<file path="src/rtl/up_counter_ctl_if.sv">
// Control/status bundle for up_counter_ctl: count controls in, count state out.
// master drives the controls, slave is the counter itself.
interface up_counter_ctl_if #(
   parameter int WIDTH  = 3,
   parameter int WRAP_W = 8
);
   logic              en;
   logic              clear;
   logic              load;
   logic [WIDTH-1:0]  load_val;
   logic              oneshot;
   logic [WIDTH-1:0]  data_out;
   logic              tc;
   logic              wrap_pulse;
   logic              done;
   logic [WRAP_W-1:0] wrap_cnt;

   modport master (
      output en, clear, load, load_val, oneshot,
      input  data_out, tc, wrap_pulse, done, wrap_cnt
   );

   modport slave (
      input  en, clear, load, load_val, oneshot,
      output data_out, tc, wrap_pulse, done, wrap_cnt
   );
endinterface

</file>
<file path="src/rtl/up_counter_ctl.sv">
// Programmable up-counter 0..MAX_VAL with free-run wrap or one-shot halt.
// Optional saturating wrap-event counter enabled by macro UP_COUNTER_WRAP_CNT_EN.
//
// state | meaning
// RUN   | counting while en=1; wraps or halts at MAX_VAL
// HALT  | one-shot finished; holds MAX_VAL until clear/load/reset
module up_counter_ctl #(
   parameter int WIDTH   = 3,
   parameter int MAX_VAL = 7,
   parameter int WRAP_W  = 8
) (
   input  logic               clk,
   input  logic               reset,
   up_counter_ctl_if.slave    bus
);
   localparam logic [WIDTH-1:0] MAX = WIDTH'(MAX_VAL);

   typedef enum logic {RUN, HALT} state_t;

   state_t           state;
   logic [WIDTH-1:0] count;
   logic             wrap_q;
   logic             done_q;
   logic             at_max;

   assign at_max = (count == MAX);

   always_ff @(posedge clk) begin
      if (reset) begin
         state  <= RUN;
         count  <= '0;
         wrap_q <= 1'b0;
         done_q <= 1'b0;
      end else if (bus.clear) begin
         state  <= RUN;
         count  <= '0;
         wrap_q <= 1'b0;
         done_q <= 1'b0;
      end else if (bus.load) begin
         state  <= RUN;
         count  <= (bus.load_val > MAX) ? MAX : bus.load_val;
         wrap_q <= 1'b0;
         done_q <= 1'b0;
      end else begin
         wrap_q <= 1'b0;
         if (state == RUN && bus.en) begin
            if (at_max) begin
               if (bus.oneshot) begin
                  state  <= HALT;
                  done_q <= 1'b1;
               end else begin
                  count  <= '0;
                  wrap_q <= 1'b1;
               end
            end else begin
               count <= count + 1'b1;
            end
         end
      end
   end

`ifdef UP_COUNTER_WRAP_CNT_EN
   logic              wrap_evt;
   logic [WRAP_W-1:0] wrap_cnt_q;

   // Same qualification as the free-run wrap branch above.
   assign wrap_evt = !bus.clear && !bus.load && (state == RUN) && bus.en
                     && at_max && !bus.oneshot;

   always_ff @(posedge clk) begin
      if (reset || bus.clear) begin
         wrap_cnt_q <= '0;
      end else if (wrap_evt && (wrap_cnt_q != {WRAP_W{1'b1}})) begin
         wrap_cnt_q <= wrap_cnt_q + 1'b1;
      end
   end

   assign bus.wrap_cnt = wrap_cnt_q;
`else
   assign bus.wrap_cnt = {WRAP_W{1'b0}};
`endif

   assign bus.data_out   = count;
   assign bus.tc         = at_max;
   assign bus.wrap_pulse = wrap_q;
   assign bus.done       = done_q;
endmodule

</file>
<file path="src/flat_wrapper.sv">
// flat-port wrapper written by rule: the top's interface ports become plain ports
module up_counter_ctl_flat 
#(
   parameter int WIDTH   = 3,
   parameter int MAX_VAL = 7,
   parameter int WRAP_W  = 8
)
  (clk, reset, bus_en, bus_clear, bus_load, bus_load_val, bus_oneshot, bus_data_out, bus_tc, bus_wrap_pulse, bus_done, bus_wrap_cnt);
  up_counter_ctl_if #(.WIDTH(WIDTH), .WRAP_W(WRAP_W)) bus_i ();
  input  logic clk;
  input  logic reset;
  input wire logic [$bits(bus_i.en)-1:0] bus_en;
  input wire logic [$bits(bus_i.clear)-1:0] bus_clear;
  input wire logic [$bits(bus_i.load)-1:0] bus_load;
  input wire logic [$bits(bus_i.load_val)-1:0] bus_load_val;
  input wire logic [$bits(bus_i.oneshot)-1:0] bus_oneshot;
  output wire logic [$bits(bus_i.data_out)-1:0] bus_data_out;
  output wire logic [$bits(bus_i.tc)-1:0] bus_tc;
  output wire logic [$bits(bus_i.wrap_pulse)-1:0] bus_wrap_pulse;
  output wire logic [$bits(bus_i.done)-1:0] bus_done;
  output wire logic [$bits(bus_i.wrap_cnt)-1:0] bus_wrap_cnt;
  assign bus_i.en = bus_en;
  assign bus_i.clear = bus_clear;
  assign bus_i.load = bus_load;
  assign bus_i.load_val = bus_load_val;
  assign bus_i.oneshot = bus_oneshot;
  assign bus_data_out = bus_i.data_out;
  assign bus_tc = bus_i.tc;
  assign bus_wrap_pulse = bus_i.wrap_pulse;
  assign bus_done = bus_i.done;
  assign bus_wrap_cnt = bus_i.wrap_cnt;
  up_counter_ctl #(.WIDTH(WIDTH), .MAX_VAL(MAX_VAL), .WRAP_W(WRAP_W)) u_core (.clk(clk), .reset(reset), .bus(bus_i));
endmodule
</file>
<file path="config.mk">
export PLATFORM = sky130hd
export DESIGN_NAME = up_counter_ctl_flat
export DESIGN_NICKNAME = d
export VERILOG_FILES = /design/src/rtl/up_counter_ctl_if.sv /design/src/rtl/up_counter_ctl.sv /design/src/flat_wrapper.sv
export SDC_FILE = /design/constraint.sdc
export NUM_CORES = 1
export LEC_CHECK = 0
export BUFFER_PORTS_ARGS = -buffer_cell sky130_fd_sc_hd__buf_2
export CELL_PAD_IN_SITES_DETAIL_PLACEMENT = 0
export CELL_PAD_IN_SITES_GLOBAL_PLACEMENT = 1
export CORE_AREA = 2 2 39 41
export DETAILED_ROUTE_END_ITERATION = 8
export DIE_AREA = 0 0 41 43
export HOLD_SLACK_MARGIN = 0.12
export MAX_ROUTING_LAYER = met4
export PLACE_DENSITY_LB_ADDON = 0.1
export SYNTH_ARGS = -nofsm -noshare
export SYNTH_HDL_FRONTEND = slang
export SYNTH_SLANG_ARGS = --single-unit
</file>
<file path="constraint.sdc">
create_clock -name clk -period 2 [get_ports clk]
set_input_delay 0.4 -clock clk [delete_from_list [all_inputs] [get_ports clk]]
set_output_delay 0.4 -clock clk [all_outputs]
set_load 0.1 [all_outputs]
</file>
* Word-level counts from Yosys, hierarchy flattened
Index checks and enable logic that the tools add are counted.
Storage, ports and cells: memories 0, RAM bits 0, input bits 9, bits in read-only memories 0, logic and storage cells 23, bits in registers 5, output and inout port bits 14, latch bits 0
Cells by class: multiplexer cells 6, multiply operators 0, bitwise gates (word level) 3, reductions and logical operators 7, divide/modulo/power cells 0, $lt $le $gt $ge 1, shift operators 0, add/sub/neg operators 1, equal/unequal tests 2
Operator list (count):
- $mux W3 | 5
- $reduce_or A5 Y1 | 1
- $add A3 B1 Y3 const B | 1
- $eq A3 B3 Y1 const B | 1
- $gt A3 B3 Y1 const B | 1
- $ne A3 B3 Y1 const B | 1
- $not A1 Y1 | 3
- $reduce_and A3 Y1 | 1
- $reduce_or A3 Y1 | 1
- $reduce_and A2 Y1 | 1
- $reduce_bool A2 Y1 | 1
- $reduce_or A2 Y1 | 1
- $logic_and A1 B1 Y1 | 1
- $mux W1 | 1

* Depth between registers and ports, before layout
Gate-level depths: netlist of the first run.
word-level depth 4, gate-level depth with buffers 5, depth with buffers taken out 5

* Worst setup path after synthesis of the first run
No wires, ideal clock.
kind register to register, from register u_core.count[0] (netlist: u_core.bus.data_out[0]), to register u_core.count[0] (netlist: u_core.bus.data_out[0]), stages on the path, launching flop included 6, data required time 1.878 ns, setup time 0.122 ns, path buffers 0, setup slack -0.942 ns, clock period less this slack 2.942 ns, data arrival time 2.820 ns, cell sequence dfxtp_1 ha_1 ha_1 nand2_2 nor4b_4 o311a_1
On the way: word-level cells in the longest chain between the ends 4, elaborated cells between the ends (all ways) 7, classes of those cells add/sub (1); eq/ne (2); mux (3); reduce/logical (1)
Ends and longest elaborated chain:
- from (decl) | RTL line up_counter_ctl.sv:21 | logic [WIDTH-1:0] count;
- from (signal assigned) | RTL line up_counter_ctl.sv:41 | count <= (bus.load_val > MAX) ? MAX : bus.load_val;
- from (signal assigned) | RTL line up_counter_ctl.sv:56 | count <= count + 1'b1;
- $eq A3 B3 Y1 (*) | RTL line up_counter_ctl.sv:26 | assign at_max = (count == MAX);
- via bus_tc | RTL line flat_wrapper.sv:18 | output wire logic [$bits(bus_i.tc)-1:0] bus_tc;
- $mux W3 | RTL line up_counter_ctl.sv:47 | if (at_max) begin
- $mux W3 | RTL line up_counter_ctl.sv:46 | if (state == RUN && bus.en) begin
- $mux W3 | RTL line up_counter_ctl.sv:39 | end else if (bus.load) begin
Mark *: on every way through the listed nets, which the timed path passes. The rest lies on a longest branch. The select of a mux whose other input is x is not followed. A chain may end at the register's enable or synchronous reset.

* Worst setup path after layout of the first run
from register u_core.count[0] (netlist: u_core.bus.data_out[0]), to output port bus_tc
On the way: word-level cells in the longest chain between the ends 1
Ends and longest elaborated chain (RTL line):
- $eq A3 B3 Y1 | up_counter_ctl.sv:26
- to (decl) | flat_wrapper.sv:18
Every way passes these cells.

==> summary.md, run 1 <==
The flow ran to the end, and the final reports show no timing, DRC or antenna violations. In the final routed layout, each cell accounts on average for 11.90 um. The shortest period the worst path allows is 1.811 ns.

The completed layout was analyzed and its total power is 0.0003541 W. Using the TritonRoute via totals, the vias-per-cell ratio works out to 4.389. The part of the power in the clock network is 0.353. The detailed-route wire length came out at 857 um. Traced cell by cell, the critical path runs through ha_1, ha_4, buf_2. The logs give 0.3300 for the final core utilization and 0.1886 ns for the least setup slack across all paths after layout. Number of global-route vias before repair: 305.

The internal portion of the total power is 0.0001961 W. For hold timing, the worst endpoint is u_core.bus.wrap_pulse. The complex-gate fraction of the synthesized area came out at 0.1910.

Gates resized during post-CTS repair numbered 0. The area of placed instances is 430.4 um^2. The tools report the global router's overall resource usage as 0.1298.

The proportion of power drawn by flip-flops and latches was 0.303; the largest net degree at the start of global routing was 10. The arrival time at the worst endpoint was 1.41 ns; the number of hold-slack violations in the final timing report was 0. The run gives 40 as the synthesized instance count. The startpoint identified for the worst hold timing path is reset. The count of buffers added on input and output ports is 14. The largest total area in the synthesized netlist belongs to dfxtp_1. The tools report the capturing point of the worst reg2reg path as u_core.bus.data_out[0]. The biggest fanout along the worst timing path came out at 4.

For this run, the top clock speed supported by timing is 0.5521 GHz. After synthesis, the largest family of logic cells by area is simple AND/OR/NAND/NOR gates. In this run the clock root is driven by a clkbuf_4. Clock latency on the worst-skew pair, taken at its later pin, is 0.25 ns. With fillers left out, the area of the finished cells amounts to 456.7 um^2. The chip width is 41 um, and the total number of clock tree sinks is 5. The first global-routing pass estimated 1.373 mm of wire. The initialized floorplan defines 14 standard-cell rows. The highest cell delay on the worst timing path was 0.42 ns; the routed length on met1 was 357 um. The clock transition time at the flip-flop clock pins of the worst setup and hold paths was 0.05 ns. The share of post-route cells with drive strength above 1 came out at 0.4107.

Setup repair after global routing left no endpoint under its margin. At the worst endpoint, the required time is 1.60 ns. The final count of pins violating max slew is 0, and the detailed route wirelength on metal3 is 97 um. The share of the synthesized netlist area taken by xor and xnor gates is 0. The startpoint identified for the worst register-to-register timing path is u_core.bus.data_out[0]. The setup path with the least slack is of type register to output port. The final net count came out at 69. The number of antenna diodes in the final layout is 0.

The first detailed-routing pass took 3 iterations. By area the synthesized netlist is led by dfxtp_1 (28%), buf_4 (17%), ha_1 (10%), a211oi_1 (8.3%), nor4b_4 (6.6%). The run gives 0 as the number of antenna violations at the first check in global routing. The synthesized netlist contains 19 unique library cells.

Starting utilization of the core area: 0.2604. The detail route stage leaves a number of antenna-violating nets equal to 0. The run gives 1384 um^2 as the area of the core.

The tools report the kind of end point of the critical path as an output port. Clock skew on the completed layout was measured at 0.0004118 ns. The die span in y came out at 43 um. The share of Yosys cell area claimed by the top area cell type came out at 0.2778. In the detailed route, the total length drawn on met2 is 374 um.

The number of warnings reported in the yosys synthesis log is 0, and the average cell area after synthesis is 9.009 um^2. Timing analysis after detailed placement gives a worst setup slack of 0.4489 ns. For this design the ratio of total power to cell area is 775.4 nW/um^2. The simple-gate portion of the synthesized area is 0.2257. No sink is reached through more buffers than the 2 on the longest clock path. The tools report the sum of negative setup slack as 0 ns.

The multiplexer area fraction after synthesis is 0. Proportion of synthesized chip area in sequential cells: 0.2778. The min-delay analysis places its worst path in the category primary input to register.

The tools report the number of buffers created by CTS as 3. The instance count along the most critical hold path is 2. The synthesis-to-finish area growth was 26.74%; the routability congestion estimate was 0.7188. The run gives 1 as the CTS H-tree depth. Across all layers, the routed design uses 316 vias.

The reported max-cap violation count was 0. The placed wire-length estimate after detailed placement is 711.8 um. Highest metal layer with signal wires: met4.

The tools report the register-to-register setup slack as 0.62 ns. Summed over all nets, the switching power comes to 0.0001581 W. The worst reg2reg path depth was 5; the worst supply voltage drop on vdd was 0.3381 mV. STA classifies the critical path startpoint as a register. After detailed routing, the number of remaining DRC violations is 0. The final number of setup-violating endpoints was 0; the number of top-level pins was 23. The post-CTS setup buffer count is 0, and the fraction of the mapped netlist area in adder cells is 0.1042. The logs give 1 for the number of DRC violations after detailed-routing iteration 0 and 0 for the number of buffers inserted for hold repair after clock tree synthesis. In this run, synthesis produced a sequential element count of 5.

TritonCTS built the clock tree. The tools report the cell area after technology mapping as 360.3 um^2. The combinational fraction of design power was 0.344.

Slowest stage cell on the critical path: buf_2. The die covers 1763 um^2. The total overflow left after global routing is 0. In this run the static leakage power is 0.2284 nW. The portion of the clock cycle consumed by the worst path in the final layout is 0.9057. The net switching share of the total power works out to 0.4463.
[cells in the mapped netlist]
master / n
a211oi_1: 4
o21ai_0: 2
a31oi_1: 1
conb_1: 1
and2b_1: 1
ha_1: 3
inv_1: 1
nor4_1: 2
nand3b_1: 1
a21boi_0: 1
buf_2: 1
nand2_2: 1
a21oi_1: 1
o311a_1: 1
buf_4: 8
dfxtp_1: 5
nor4b_4: 1
nor2_1: 3
nand2b_1: 2
[through the flow]
stage | instances | hold slack [ns]
6_report | 72 | 0.3395
4_1_cts | 72 | 0.3288
3_3_place_gp | 68 | 0.5807
5_1_grt | 72 | 0.3386
2_1_floorplan | 47 | 0.4768
3_5_place_dp | 68 | 0.5774
[state kept, by name (all words and copies together), names as in the netlist]
register and flops:
u_core.bus.data_out 3, u_core.state 1, u_core.bus.wrap_pulse 1
[worst max path at each step]
stage                                start                      to
floorplan           u_core.bus.data_out[1]  u_core.bus.data_out[0]
global placement    u_core.bus.data_out[0]                  bus_tc
detailed placement  u_core.bus.data_out[0]                  bus_tc
CTS                 u_core.bus.data_out[0]                  bus_tc
global route        u_core.bus.data_out[0]                  bus_tc
finish              u_core.bus.data_out[0]                  bus_tc
[critical path: cells and delay by family (launching register included)]
kind | cells | cell delay, ns
adders and majority gates | 2 | 0.37
buffers and inverters | 1 | 0.42
DFF | 1 | 0.36
[cell families after synthesis]
family                   Yosys count
adder cells (fa/ha/maj)            3
AND/OR/NAND/NOR                   11
AO/OA/AOI/OAI                     10
other                              1
flip-flops                         5
buffers and inverters             10
[cell usage in the layout (no fill, tap or decap), drive strengths merged, types with 2 or more instances in the layout]
cell,synthesis,routed
dfxtp,5,5
buf,9,14
ha,3,3
conb,1,8
a211oi,4,4
clkbuf,0,4
o21ai,2,2
nor4,2,2
nand2b,2,2
nor2,3,3
[layout make-up]
type | count | area (um^2)
Timing Repair Buffer | 14 | 70.07
Clock buffer | 4 | 26.28
Sequential cell | 5 | 106.4
Tap cell | 16 | 20.02
Multi-Input combinational cell | 32 | 230.2
Fill cell | 166 | 927.1
Inverter | 1 | 3.754
[layer usage]
metal,vias up,track usage
met5,-,-
met3,3,0.04712
met1,138,0.1710
li1,158,-
met4,0,0.1200
met2,17,0.1438
[power by group through the flow]
stage,Combinational [W],Clock [W],Sequential (W)
finish,0.000122,0.000125,0.000107
global route,0.000128,0.000139,0.000108
CTS,0.000122,0.000132,0.000107
detailed placement,0.000122,0,0.000109
global placement,0.000122,0,0.000109
floorplan,0.0000958,0,0.000131
Note: power is estimated with default switching activity, not from simulation.
==> run 2: changes to the inputs <==
- ABC_AREA: default -> 1
- CORE_AREA: 2 2 39 41 -> default
- CORE_MARGIN: default -> 2
- CORE_UTILIZATION: default -> 27
- DIE_AREA: 0 0 41 43 -> default
==> summary.md, run 2 <==
The flow ran to the end, and the final reports show no timing, DRC or antenna violations. The largest total area in the synthesized netlist belongs to dfxtp_1. The antenna cell count came out at 0. Portion of the clock cycle consumed by the worst path in the final layout: 0.8939. The tool flagged a number of max-cap violations equal to 0. The net switching share of the total power came out at 0.4457. The run gives 0 as the final count of pins violating max slew.

Setup repair after global routing left no endpoint under its margin. The number of cells upsized or downsized after cts came out at 0. The count of port buffers added during placement is 14, and the final net count is 85. The most critical setup path has its endpoint at bus_tc.

By area the synthesized netlist is led by dfxtp_1 (27%), nand2_1 (18%), buf_4 (16%), ha_1 (10%), nor2_1 (7.2%). TritonCTS built the clock tree. In this run the vertical extent of the chip is 40.72 um.

Using the TritonRoute via totals, the vias-per-cell ratio works out to 4.011. Summing over every cut layer, the via total after detailed routing is 349. The tools report the arrival time at the worst endpoint as 1.39 ns. The shortest period the worst path allows was 1.788 ns. The setup clock skew after layout is 0.007494 ns.

The number of hold-slack violations in the final timing report was 0. The worst setup path is of the register to output port kind. For this block, the initial DRC count from the detailed router was 18. In the post-synthesis netlist, the cell with the most instances is nand2_1. After floorplanning, the core was divided into 13 placement rows.

The total power consumption of the routed design is 0.0003540 W, and the clock transition time at the flip-flop clock pins of the worst setup and hold paths is 0.05 ns. The post-synthesis async set-or-reset flop share came out at 0. The run gives 284 as the number of global-route vias before repair. The CTS H-tree depth was 1; the biggest fanout along the worst timing path was 4.

Cell-internal power: 0.0001962 W. The tools report the number of top-level pins as 23. The worst setup path is captured at an output port. The tools report the worst supply voltage drop on vdd as 0.3177 mV.

In this run the cell area of the synthesized design comes to 364.1 um^2. Sorting the synthesized cells by how often they occur yields nand2_1 (17), buf_4 (8), nor2_1 (7). The number of antenna violations at the first check in global routing was 0; the cell count after placement was 83. For the number of buffers created by CTS, the log shows 3. The first global-routing pass estimated 1.097 mm of wire. Across all register-to-register paths, the minimum setup slack is 0.79 ns.

The die covers 1658 um^2. For this run, the leading register cell type out of synthesis is dfxtp_1. For this design, the CTS-stage hold fixing added 0 buffers. The worst register-to-register path has a depth of 7. The tools report the proportion of synthesized chip area in sequential cells as 0.2749.

The average wire per standard cell was 8.448 um; the unique cell type count in the Yosys netlist was 14. The register with the most flip-flops in the layout has 3 of them. The logs give 0.2536 nW for the leakage power and 0.346 for the part of the power in the clock network. The combinational fraction of design power came out at 0.354. STA puts the critical path data required time at 1.60 ns. The final number of setup-violating endpoints came out at 0. The worst register-to-register path ends at u_core.bus.data_out[1]. Routability-driven placement finished with a final weighted congestion of 0.6799.

Entering global routing, the biggest net connects 8 pins. The run gives 0 as the residual DRC count. Number of fillers in the final layout: 157.

Timing would allow up to 0.5594 GHz. The library cell used most frequently in the layout, excluding fill and tap cells, is nand2_1. The tools report the proportion of power drawn by flip-flops and latches as 0.300. Chip width: 40.72 um.

The instance count along the most critical hold path came out at 2. After legalization and detailed placement, the total HPWL measured 612.2 um. In this run the worst hold path is classified as primary input to register.

The total power divided by cell area is 783.8 nW/um^2. After detailed routing, the total wire length is 735 um. The number of register bits inferred by synthesis came out at 5. The total number of clock tree sinks is 5, and the sum of negative setup slack is 0 ns. The synthesized instance count is 55, and the number of warnings reported in the yosys synthesis log is 0. The worst setup path is launched from a register. The hold slack is 0.3696 ns. The average cell area after synthesis was 6.620 um^2. The share of Yosys cell area claimed by the top area cell type was 0.2749; the number of standard cells in the final layout excluding fillers was 87. For the area of the core, the log shows 1285 um^2.

In this run the post-CTS setup repair buffer count came out at 0. The area growth from synthesis to layout is 24.05%. The switching power summed over all nets came out at 0.0001578 W. The first detailed-routing pass took 2 iterations.

The logs give 0 for the number of antenna-violating nets in the routed design and 0 for the total congestion overflow. Clock latency on the worst-skew pair, taken at its later pin, is 0.25 ns. The startpoint identified for the worst register-to-register timing path is u_core.bus.data_out[0]. The library cells used most frequently in the layout, excluding fill and tap cells, are nand2_1 (17), buf_2 (14), conb_1 (8). The starting utilization of the core area was 0.2833; the number of enable flip-flop cells after synthesis was 0.

The tree is rooted in a clkbuf_4. The global router's overall resource usage is 0.1110. Share of post-route cells with drive strength above 1: 0.3472. In this run the worst setup path begins at u_core.bus.data_out[0].

The clock passes through at most 2 buffers.
[run 2: cell types whose count changed in the layout (fill, tap and decap cells not counted), sizes merged, moves of 2 or more]
| cell | before | now |
|---|---|---|
| a211oi | 4 | 0 |
| o21ai | 2 | 0 |
| nor2 | 3 | 8 |
| nand2b | 2 | 0 |
| nand2 | 1 | 18 |
| inv | 1 | 5 |
| nand3 | 0 | 5 |
[run 2: worst min path at each step]
stage	end	slack [ns]	from
floorplan	u_core.bus.wrap_pulse	0.48	bus_oneshot
global placement	u_core.state	0.49	u_core.state
detailed placement	u_core.state	0.49	u_core.state
CTS	u_core.bus.wrap_pulse	0.37	bus_oneshot
global route	u_core.bus.wrap_pulse	0.38	bus_oneshot
finish	u_core.bus.wrap_pulse	0.37	bus_oneshot
[run 2: layout make-up]
cell class              count  area [um^2]  share of cell area
multi-input cells          44        214.0              0.4737
flip-flops and latches      5        103.9              0.2299
repair buffers             14        70.07              0.1551
clock buffers               4        26.28             0.05817
inverters                   5        18.77             0.04155
well taps                  15        18.77             0.04155
[run 2: power by group through the flow]
| stage | logic [W] | registers (W) | clock network, W |
|---|---|---|---|
| after floorplan | 0.0000981 | 0.000130 | 0 |
| after global placement | 0.000127 | 0.000108 | 0 |
| after detailed placement | 0.000126 | 0.000108 | 0 |
| after CTS | 0.000126 | 0.000106 | 0.000127 |
| after global routing | 0.000133 | 0.000106 | 0.000136 |
| final | 0.000125 | 0.000106 | 0.000123 |
[run 2: cells by family after synthesis]
kind of cell    synth area share
flops                     0.2749
buf+inv                   0.2165
simple gates              0.3815
other cells              0.01030
compound gates           0.01373
fa+ha+maj                 0.1031
[run 2: worst max-delay path, cell delays in order, from the launching register on]
cell and delay (ns):
dfxtp_2 0.33, ha_1 0.17, ha_2 0.21, buf_2 0.43
[run 2: metrics by stage]
step                      setup slack (ns)  utilization  instance area, um^2
after detailed placement            0.4649       0.3311                425.4
after global routing                0.1513       0.3515                451.7
final                               0.2122       0.3515                451.7
after global placement              0.4784       0.3311                425.4
after floorplan                    0.05203            -                396.6
after CTS                           0.2007       0.3515                451.7
[run 2: metal layers]
metal / GRT usage / vias up / part of all wire
met4: 0.02500 / 0 / 0
li1: - / 187 / -
met3: 0.08152 / 0 / 0.13
met2: 0.1706 / 18 / 0.42
met5: - / - / 0
met1: 0.1133 / 144 / 0.45
==> run 3: changes to the inputs <==
- CORE_AREA: default -> 2 2 39 41
- CORE_MARGIN: 2 -> default
- CORE_UTILIZATION: 27 -> default
- CTS_BUF_LIST: default -> sky130_fd_sc_hd__clkbuf_8
- DIE_AREA: default -> 0 0 41 43
==> summary.md, run 3 (same netlist as run 2, synthesis figures left out) <==
The run finished with clean final reports. The signal on the critical path passes through ha_1, ha_2, buf_2. The tools report the total congestion overflow as 0. The worst register-to-register path begins at u_core.bus.data_out[0].

The reported max-cap violation count is 0, and the average wire per standard cell is 8.807 um. The core region is 1384 um^2. The placed wire-length estimate after detailed placement was 617.1 um.

The clock period could shrink to 1.778 ns. After detailed routing, the number of remaining DRC violations is 0. Launch instance of the worst min-delay path: bus_oneshot.

The tools report the CTS H-tree depth as 1. The endpoint of the worst hold-timing path was u_core.bus.wrap_pulse. The clock transition time at the flip-flop clock pins of the worst setup and hold paths was 0.04 ns. Chip width: 41 um. The worst reg2reg path depth was 7. The top cell types in the final layout, fill and taps aside, are nand2_1 (17), buf_2 (14), conb_1 (8).

The run gives 0 as the post-CTS setup buffer count. The final count of pins violating max slew is 0. Setup repair after global routing left no endpoint under its margin. The worst setup path is launched from a register.

The number of top-level pins was 23. For the hold slack, the log shows 0.4097 ns. The library cell used most frequently in the layout, excluding fill and tap cells, is nand2_1. The tools report the leakage power as 0.2655 nW. The kind of end point of the critical path is an output port. The register with the most flip-flops in the layout has 3 of them. The detail route stage leaves a number of antenna-violating nets equal to 0. In this run the deepest clock path goes through 2 buffers. The total power consumption of the routed design is 0.0004141 W.

For this block, the initial DRC count from the detailed router was 9. The tools report the final core utilization as 0.3409. The share of post-route cells with drive strength above 1 was 0.3472.

The setup check on the worst reg-to-reg path leaves a slack of 0.75 ns. The critical path is of the register to output port type. At the end of the flow, the number of nets in the layout was 85. The worst hold path passes through 2 cells.

The floorplan has 14 rows. For this design the ratio of total power to cell area is 877.8 nW/um^2. CTS placed an instance of clkbuf_8 at the clock tree root. Data on the critical path is required at its endpoint by 1.60 ns.

For the final routed database, the setup TNS stands at 0 ns. The tools report the number of global-route vias before repair as 275. The detailed-routing iteration count for the pre-antenna-repair pass was 3.

For this design, the sink count on the clock tree is 5. In this run, post-CTS repair resized a total of 0 instances. Setup violations remaining at the end of the flow were counted as 0.

The arrival time at the worst endpoint was 1.38 ns. The portion of the clock cycle consumed by the worst path in the final layout was 0.8891; the biggest fanout along the worst timing path was 4. For this block, the via count after detailed routing is 342. The congestion estimate from routability-driven global placement came to 0.6784. The mean number of vias per cell came out at 3.886.

The tightest min-delay check is of the primary input to register type. Slowest stage cell on the critical path: buf_2. The starting utilization of the core area was 0.2631; the antenna cell count was 0.

The area of placed instances came out at 426.7 um^2. The floorplan step defined a die boundary enclosing 1763 um^2. The die span in y is 43 um. The clock arrives with 0.001324 ns of skew.

TritonCTS built the clock tree. The logs give 0 for the number of hold-slack violations in the final timing report and 0 for the number of buffers inserted for hold repair after clock tree synthesis. The source-to-sink clock delay at the later pin of the worst-skew pair is 0.22 ns. The global router's overall resource usage was 0.1133; the synthesis-to-finish area growth was 29.55%. Number of buffers created by CTS: 3.

The count of port buffers added during placement was 14. Across the VDD grid, the largest voltage drop is 0.3583 mV. The run gives 0 as the number of antenna violations at the first check in global routing. The worst register-to-register path ends at u_core.bus.data_out[2].

The first global-routing pass estimated 1.255 mm of wire. For this run, the slowest stage of the critical path takes 0.43 ns. Based on the critical path, the design can be clocked at up to 0.5624 GHz. The final non-filler cell area is 471.7 um^2. The largest net degree at the start of global routing is 8, and the detailed-route wire length is 775 um.
==> run 3: routing by layer <==
metal	GRT usage	vias up	wire length (um)
li1	-	186	-
met1	0.1484	139	364
met2	0.1438	17	349
met3	0.06283	0	61
met4	0.04000	0	0
met5	-	-	0
==> run 3: worst max-delay path by stage <==
stage / to / depth (start not counted) / start / slack (ns)
after global placement: bus_tc / 3 / u_core.bus.data_out[0] / 0.48
after detailed placement: bus_tc / 3 / u_core.bus.data_out[0] / 0.45
after global routing: bus_tc / 3 / u_core.bus.data_out[0] / 0.16
after floorplan: u_core.bus.data_out[1] / 7 / u_core.bus.data_out[1] / 0.05
after CTS: bus_tc / 3 / u_core.bus.data_out[0] / 0.21
final: bus_tc / 3 / u_core.bus.data_out[0] / 0.22
==> run 3: cell type report <==
| cell class | count | area [um^2] |
|---|---|---|
| timing repair buffer | 14 | 70.07 |
| sequential | 5 | 103.9 |
| tap | 16 | 20.02 |
| multi-input combinational | 44 | 214.0 |
| clock inverter | 1 | 3.754 |
| clock buffer | 3 | 41.29 |
| fill | 154 | 912.1 |
| inverter | 5 | 18.77 |
==> run 3: worst max-delay path, delay by kind of cell, from the launching register on <==
| kind | cells | cell delay [ns] |
|---|---|---|
| DFF | 1 | 0.33 |
| buffers and inverters | 1 | 0.43 |
| adders and majority gates | 2 | 0.41 |
==> run 3: where the power goes <==
group / leakage (nW) / total, W / switching, W / internal, W
clock: 0.0269 / 0.000182 / 0.0000501 / 0.000132
sequential: 0.0419 / 0.000107 / 0.00000247 / 0.000104
combinational: 0.197 / 0.000126 / 0.000109 / 0.0000168
total: 0.265 / 0.000414 / 0.000162 / 0.000253
==> run 3: per-stage QoR <==
step | cells | setup slack, ns
6_report | 88 | 0.2219
5_1_grt | 88 | 0.1625
4_1_cts | 88 | 0.2093
3_5_place_dp | 84 | 0.4479
3_3_place_gp | 84 | 0.4752
2_1_floorplan | 62 | 0.05203
